### src/rtl/audio_arb_pkg.sv
// ============================================================================
// Module      : audio_arb_pkg
// Description : Shared types and constants for the audio stream arbiter:
//               the arbiter FSM state enum, default sizing constants and
//               the source-index width helper.
// Revision    : 1.0 - initial release
// ============================================================================
`default_nettype none

package audio_arb_pkg;

  // Arbiter FSM states, explicitly one bit wide.
  typedef enum logic [0:0] {
    IDLE = 1'b0,
    XFER = 1'b1
  } arb_state_t;

  localparam int AUDIO_DATA_SIZE = 28;
  localparam int AUDIO_MAX_SRC   = 8;

  // Width of a source index; never narrower than one bit.
  function automatic int src_w(input int n);
    return (n <= 2) ? 1 : $clog2(n);
  endfunction

endpackage

`default_nettype wire

### src/rtl/audio_stream_arbiter_rr_pick.sv
// ============================================================================
// Module      : rr_pick
// Description : Purely combinational round-robin picker. Finds the first
//               requester scanning upward from last_grant+1 with wrap.
// Ports       : req        in  NUM_SRC  request vector
//               last_grant in  SRC_W    most recently granted index
//               found      out 1        at least one request present
//               idx        out SRC_W    index of the chosen requester
// Revision    : 1.0 - initial release
// ============================================================================
`default_nettype none

module rr_pick #(
  parameter int NUM_SRC = 2,
  parameter int SRC_W   = 1
) (
  input  logic [NUM_SRC-1:0] req,
  input  logic [SRC_W-1:0]   last_grant,
  output logic               found,
  output logic [SRC_W-1:0]   idx
);

  localparam int SW1 = SRC_W + 1;

  logic [SW1-1:0]           w_start;    // last_grant + 1
  logic [2*NUM_SRC-1:0]     w_dbl;
  logic [2*NUM_SRC-1:0]     w_shift;
  logic [NUM_SRC-1:0]       w_rot;      // requests rotated so bit 0 is last_grant+1
  logic [NUM_SRC-1:0]       w_onehot;   // lowest set bit of w_rot
  logic [SRC_W-1:0]         w_ofs;      // position of that bit in rotated order
  logic [SW1-1:0]           w_sum;
  logic [SRC_W-1:0][NUM_SRC-1:0] w_bitsel;

  assign w_start  = {1'b0, last_grant} + SW1'(1);
  assign w_dbl    = {req, req};
  assign w_shift  = w_dbl >> w_start;
  assign w_rot    = w_shift[NUM_SRC-1:0];
  assign w_onehot = w_rot & (~w_rot + NUM_SRC'(1));

  // One-hot to binary: bit b of the offset is the OR of all one-hot
  // positions whose index has bit b set.
  for (genvar b = 0; b < SRC_W; b++) begin : g_enc_bit
    for (genvar i = 0; i < NUM_SRC; i++) begin : g_enc_src
      assign w_bitsel[b][i] = (((i >> b) & 1) == 1) ? w_onehot[i] : 1'b0;
    end
    assign w_ofs[b] = |w_bitsel[b];
  end

  // Undo the rotation: (last_grant + 1 + offset) mod NUM_SRC.
  assign w_sum = w_start + {1'b0, w_ofs};
  assign idx   = (w_sum >= SW1'(NUM_SRC)) ? SRC_W'(w_sum - SW1'(NUM_SRC))
                                          : SRC_W'(w_sum);
  assign found = |req;

endmodule

`default_nettype wire

### src/rtl/audio_stream_arbiter.sv
// ============================================================================
// Module      : audio_stream_arbiter
// Description : Round-robin arbiter sharing one audio sample stream between
//               NUM_SRC producers, granting bursts of up to BURST samples
//               through a single registered valid/ready output stage.
// Ports       : clk, reset_n (async, active low), enable,
//               src_valid/src_data/src_ready   producer side
//               out_valid/out_data/out_src/out_ready   bridge side
//               grant_active, grant_idx   grant status
// Macros      : ARB_TAG_EN - when defined, the top SRC_W bits of out_data
//               carry the source index instead of the sample's top bits.
// Revision    : 1.0 - initial release
// ============================================================================
`default_nettype none

module audio_stream_arbiter
  import audio_arb_pkg::*;
#(
  parameter int NUM_SRC   = 2,
  parameter int DATA_SIZE = AUDIO_DATA_SIZE,
  parameter int BURST     = 4,
  parameter int SRC_W     = src_w(NUM_SRC)
) (
  input  logic                         clk,
  input  logic                         reset_n,
  input  logic                         enable,
  input  logic [NUM_SRC-1:0]           src_valid,
  input  logic [NUM_SRC*DATA_SIZE-1:0] src_data,
  output logic [NUM_SRC-1:0]           src_ready,
  output logic                         out_valid,
  output logic [DATA_SIZE-1:0]         out_data,
  output logic [SRC_W-1:0]             out_src,
  input  logic                         out_ready,
  output logic                         grant_active,
  output logic [SRC_W-1:0]             grant_idx
);

  localparam int CNT_W = (BURST > 1) ? $clog2(BURST) : 1;
  localparam logic [CNT_W-1:0] BURST_LAST = CNT_W'(BURST - 1);

  arb_state_t             state;
  arb_state_t             next_state;
  logic [SRC_W-1:0]       last_grant;
  logic [CNT_W-1:0]       burst_cnt;

  logic                   pick_found;
  logic [SRC_W-1:0]       pick_idx;
  logic [DATA_SIZE-1:0]   src_word [NUM_SRC];
  logic [DATA_SIZE-1:0]   sel_word;
  logic [DATA_SIZE-1:0]   out_word;
  logic                   cur_valid;
  logic                   room;
  logic                   hs;

  for (genvar i = 0; i < NUM_SRC; i++) begin : g_unpack
    assign src_word[i] = src_data[i*DATA_SIZE +: DATA_SIZE];
  end

  rr_pick #(
    .NUM_SRC (NUM_SRC),
    .SRC_W   (SRC_W)
  ) u_pick (
    .req        (src_valid),
    .last_grant (last_grant),
    .found      (pick_found),
    .idx        (pick_idx)
  );

  assign sel_word  = src_word[grant_idx];
  assign cur_valid = src_valid[grant_idx];
  // Output stage can take a sample if empty or draining this cycle.
  assign room      = !out_valid || out_ready;
  assign hs        = (state == XFER) && cur_valid && room;

`ifdef ARB_TAG_EN
  assign out_word = {grant_idx, sel_word[DATA_SIZE-SRC_W-1:0]};
`else
  assign out_word = sel_word;
`endif

  // State register
  always_ff @(posedge clk or negedge reset_n) begin
    if (!reset_n) state <= IDLE;
    else          state <= next_state;
  end

  // Next-state logic
  always_comb begin
    next_state = state;
    case (state)
      IDLE: if (enable && pick_found) next_state = XFER;
      XFER: if (!cur_valid || (hs && burst_cnt == '0)) next_state = IDLE;
      default: next_state = IDLE;
    endcase
  end

  // Output logic; src_ready has a combinational path from out_ready.
  always_comb begin
    src_ready    = '0;
    grant_active = 1'b0;
    if (state == XFER) begin
      grant_active         = 1'b1;
      src_ready[grant_idx] = room;
    end
  end

  // Grant bookkeeping and burst counter
  always_ff @(posedge clk or negedge reset_n) begin
    if (!reset_n) begin
      grant_idx  <= '0;
      last_grant <= SRC_W'(NUM_SRC - 1);
      burst_cnt  <= '0;
    end else if (state == IDLE) begin
      if (enable && pick_found) begin
        grant_idx  <= pick_idx;
        last_grant <= pick_idx;
        burst_cnt  <= BURST_LAST;
      end
    end else if (hs && burst_cnt != '0) begin
      burst_cnt <= burst_cnt - CNT_W'(1);
    end
  end

  // Registered output stage
  always_ff @(posedge clk or negedge reset_n) begin
    if (!reset_n) begin
      out_valid <= 1'b0;
      out_data  <= '0;
      out_src   <= '0;
    end else if (hs) begin
      out_valid <= 1'b1;
      out_data  <= out_word;
      out_src   <= grant_idx;
    end else if (out_ready) begin
      out_valid <= 1'b0;
    end
  end

endmodule

`default_nettype wire

### config.mk
export PLATFORM = sky130hd
export DESIGN_NAME = audio_stream_arbiter
export DESIGN_NICKNAME = d
export VERILOG_FILES = /design/src/rtl/audio_arb_pkg.sv /design/src/rtl/audio_stream_arbiter_rr_pick.sv /design/src/rtl/audio_stream_arbiter.sv
export SDC_FILE = /design/constraint.sdc
export NUM_CORES = 1
export LEC_CHECK = 0
export CAP_MARGIN = 20
export CORE_UTILIZATION = 45
export DETAILED_ROUTE_END_ITERATION = 6
export DONT_BUFFER_PORTS = 1
export GPL_TIMING_DRIVEN = 1
export PLACE_DENSITY = 0.62
export SKIP_CTS_REPAIR_TIMING = 1
export SLEW_MARGIN = 10
export SYNTH_ARGS = -nofsm -noshare
export SYNTH_HDL_FRONTEND = slang
export SYNTH_HIERARCHICAL = 1
export SYNTH_SLANG_ARGS = --single-unit
### constraint.sdc
create_clock -name clk -period 2.2 [get_ports clk]
set_input_delay 0.66 -clock clk [delete_from_list [all_inputs] [get_ports clk]]
set_output_delay 0.66 -clock clk [all_outputs]
set_load 0.02 [all_outputs]
==> flow_summary.toml, run 1 <==
[sta]
layout_worst_path_cycle_share = 0.871
worst_hold_slack_ns = 0.0693
fin_tns_setup_ns = 0
timing.max_slew.rel_slack = 0.764
finalSetupViolations = 0
rsz0062_at_grt = "no"
final_max_slew_viol_count = 0
layout_setup_ws_ns = 0.285
layout_min_cycle_time_ns = 1.92
max_freq_mhz = 522
final-hold-violation-count = 0
finClkSkew_ns = 0.00195
tightest_slew_ns = 0.354

[final_layout]
final_net_count = 196
layout-drive-gt1-share = 0.545
layout_common_cells = "47 x sky130_fd_sc_hd__mux2_2, 34 x sky130_fd_sc_hd__dfrtp_1, 11 x sky130_fd_sc_hd__mux2_4"
fin_cells = 182
filler_cell_count = 340
utilization = 0.512
insertedDiodeCount = 0
final_common_cell = "sky130_fd_sc_hd__mux2_2"
area.growth.synth_to_final_pct = 6.91

[logic_synthesis]
synthCells = 128
synth.area.top_cells = "sky130_fd_sc_hd__dfrtp_1 47%, sky130_fd_sc_hd__mux2_2 30%, sky130_fd_sc_hd__mux2_4 9.2%, sky130_fd_sc_hd__nand2_1 1.9%, sky130_fd_sc_hd__dfstp_2 1.5%"
synth.avg_cell_area_sq_um = 14.0
synth_sequential_area_ratio = 0.490
synth-seq-cells = 35
synth.top_cell.area_share = 0.475
library_cell_occupying_the_most_area_in_the_post_synthesis_netlist = "sky130_fd_sc_hd__dfrtp_1"
synth.yosys.warnings = 6
netlist-cell-type-count = 23
synth.net_count = 191
synth_cell_area_sq_mm = 0.00179

[run_status]
run_status = "finished clean"

[cts]
worst_setup_hold_path_clk_slew_ns = 0.07
clock_latency_ns = 0.28
cts_tree = "done"
cts.htree.levels = 2
ctsRootBufferMaster = "sky130_fd_sc_hd__clkbuf_8"
max-clock-path-buffers = 2
tritoncts_num_sinks = 35
cts_made_buffers = 5

[placement]
place_worst_setup_slack_ns = 0.374
port_buffers = 0
routabilityCongestion = 0.751
post-dp-hpwl_um = 2260
placed_cells = 174

[flow_run]
timing.max_cap.violations = 0

[floorplan]
initial_core_util = 0.479
design.portCount = 96
die_h_um = 65.1
fp.dieArea_sq_mm = 0.00424
core_region_area_sq_mm = 0.00374
row_count = 22
die_width_um = 65.1

[setup_path]
timing.critical_path.to_type = "primary output"
critical_path_sink = "src_ready[0]"
reg2reg_depth = 4
critical_path.startpoint = "out_valid"
criticalPathCategory = "reg2out"
worst-endpoint-required_ns = 1.54
cp.arrival_ns = 1.26
crit_path_start_kind = "register"
worst-r2r-setup-slack_ns = 0.61
worstPathMaxFanout = 6
reg2reg_to = "out_data[1]"
rr_startpoint = "grant_idx"

[global_route]
grt_max_degree = 36
grt_use_total = 0.151
antenna_found_initial = 0
grt-ovfl-total = 0
grt_pass1_wl_um = 4740
number_of_global_route_vias_before_repair = 1071

[routing]
drt-wirelength-per-cell_um = 16.7
totalWireLength_um = 3040
dr.pass1.iters = 4
number_of_vias_after_detailed_routing = 1013
drt_iter0_drc = 37
drc_errors = 0
antenna_violating_nets_post_route = 0
route.detailed.vias_per_inst = 5.57

[power]
power_density_mw_per_mm2 = 1590
leakage_power_total_uw = 0.000868
ir_worst_vdd_uv = 750

[hold_path]
hold_path.class = "in2async"
-- metal layers --
| layer | wire length, um | vias to the layer above | track usage |
|---|---|---|---|
| li1 | - | 459 | - |
| met1 | 1140 | 480 | 0.159 |
| met2 | 1540 | 70 | 0.271 |
| met3 | 335 | 4 | 0.0625 |
| met4 | 27 | 0 | 0.0489 |
| met5 | 0 | - | 0 |
-- stage by stage --
step	cell area, sq um	power (uW)
5_1_grt	1920	3230
2_1_floorplan	1790	2460
3_5_place_dp	1830	2640
3_3_place_gp	1830	2590
6_report	1920	3040
4_1_cts	1920	3090
-- layout make-up --
cell class | count | area [sq um] | share of cell area
Sequential cell | 35 | 877 | 0.458
Multi-Input combinational cell | 84 | 850 | 0.444
Clock buffer | 5 | 68.8 | 0.0359
Tap cell | 48 | 60.1 | 0.0314
Timing Repair Buffer | 5 | 37.5 | 0.0196
Clock inverter | 3 | 15.0 | 0.00784
Inverter | 2 | 7.51 | 0.00392
-- report_power, final --
part	total [uW]	switching (uW)	internal [uW]
sequential	1570	594	976
clock	429	213	216
combinational	1040	390	650
-- worst max-delay path: stages (launching register included) --
cell and delay (ns):
sky130_fd_sc_hd__dfrtp_1 0.45, sky130_fd_sc_hd__nand2b_1 0.20, sky130_fd_sc_hd__nand2_1 0.07, sky130_fd_sc_hd__nor2_1 0.10
sky130_fd_sc_hd__buf_4 0.14
-- worst min path at each step --
stage,end,cells past startpoint,start,slack (ns)
finish,out_data[19],0,reset_n,0.07
global route,out_data[19],0,reset_n,0.04
CTS,out_data[16],0,reset_n,0.06
detailed placement,out_data[19],0,reset_n,0.37
global placement,out_data[19],0,reset_n,0.37
floorplan,burst_cnt[0],0,reset_n,0.36
-- cells in the mapped netlist --
master,n
sky130_fd_sc_hd__and4b_1,1
sky130_fd_sc_hd__dfrtp_1,34
sky130_fd_sc_hd__mux2_2,47
sky130_fd_sc_hd__buf_6,1
sky130_fd_sc_hd__o21ai_0,1
sky130_fd_sc_hd__inv_1,2
sky130_fd_sc_hd__ha_1,1
sky130_fd_sc_hd__nand3_2,1
sky130_fd_sc_hd__o21a_1,1
sky130_fd_sc_hd__nand3b_1,1
sky130_fd_sc_hd__or2_1,1
sky130_fd_sc_hd__buf_4,2
sky130_fd_sc_hd__nand2b_1,1
sky130_fd_sc_hd__and3b_1,1
sky130_fd_sc_hd__clkbuf_1,3
sky130_fd_sc_hd__and3_1,1
sky130_fd_sc_hd__nand2_1,9
sky130_fd_sc_hd__buf_12,1
sky130_fd_sc_hd__mux2_4,11
sky130_fd_sc_hd__mux2i_1,2
sky130_fd_sc_hd__dfstp_2,1
sky130_fd_sc_hd__nor2_1,4
sky130_fd_sc_hd__and2_0,1
-- sequential cells by signal (all words and copies together) (netlist names) --
| signal | cells |
|---|---|
| out_data | 28 |
| burst_cnt | 2 |
| grant_idx | 1 |
| last_grant | 1 |
| out_src | 1 |
| out_valid | 1 |
| state | 1 |
-- cells by family (layout without fill, tap and decap cells) --
family	count (synthesis)	after routing	synth area share
buffers and inverters	9	15	0.0363
DFF	35	35	0.490
adders and majority gates	1	1	0.00698
and+or+nand+nor	21	21	0.0615
muxes	60	60	0.399
AOI/OAI and AO/OA	2	2	0.00698
No activity file was read; power rests on OpenSTA's default activity.
==> run 2, diff against run 1 <==
CTS_CLUSTER_DIAMETER = 120   (was not set)
==> results of run 2 <==
Same layout as run 1: the final DEF is identical, and so are final timing and power.
==> run 3, diff against run 2 <==
ABC_CLOCK_PERIOD_IN_PS = 2200   (was not set)
==> results of run 3 <==
Same layout as run 1: the final DEF is identical, and so are final timing and power.
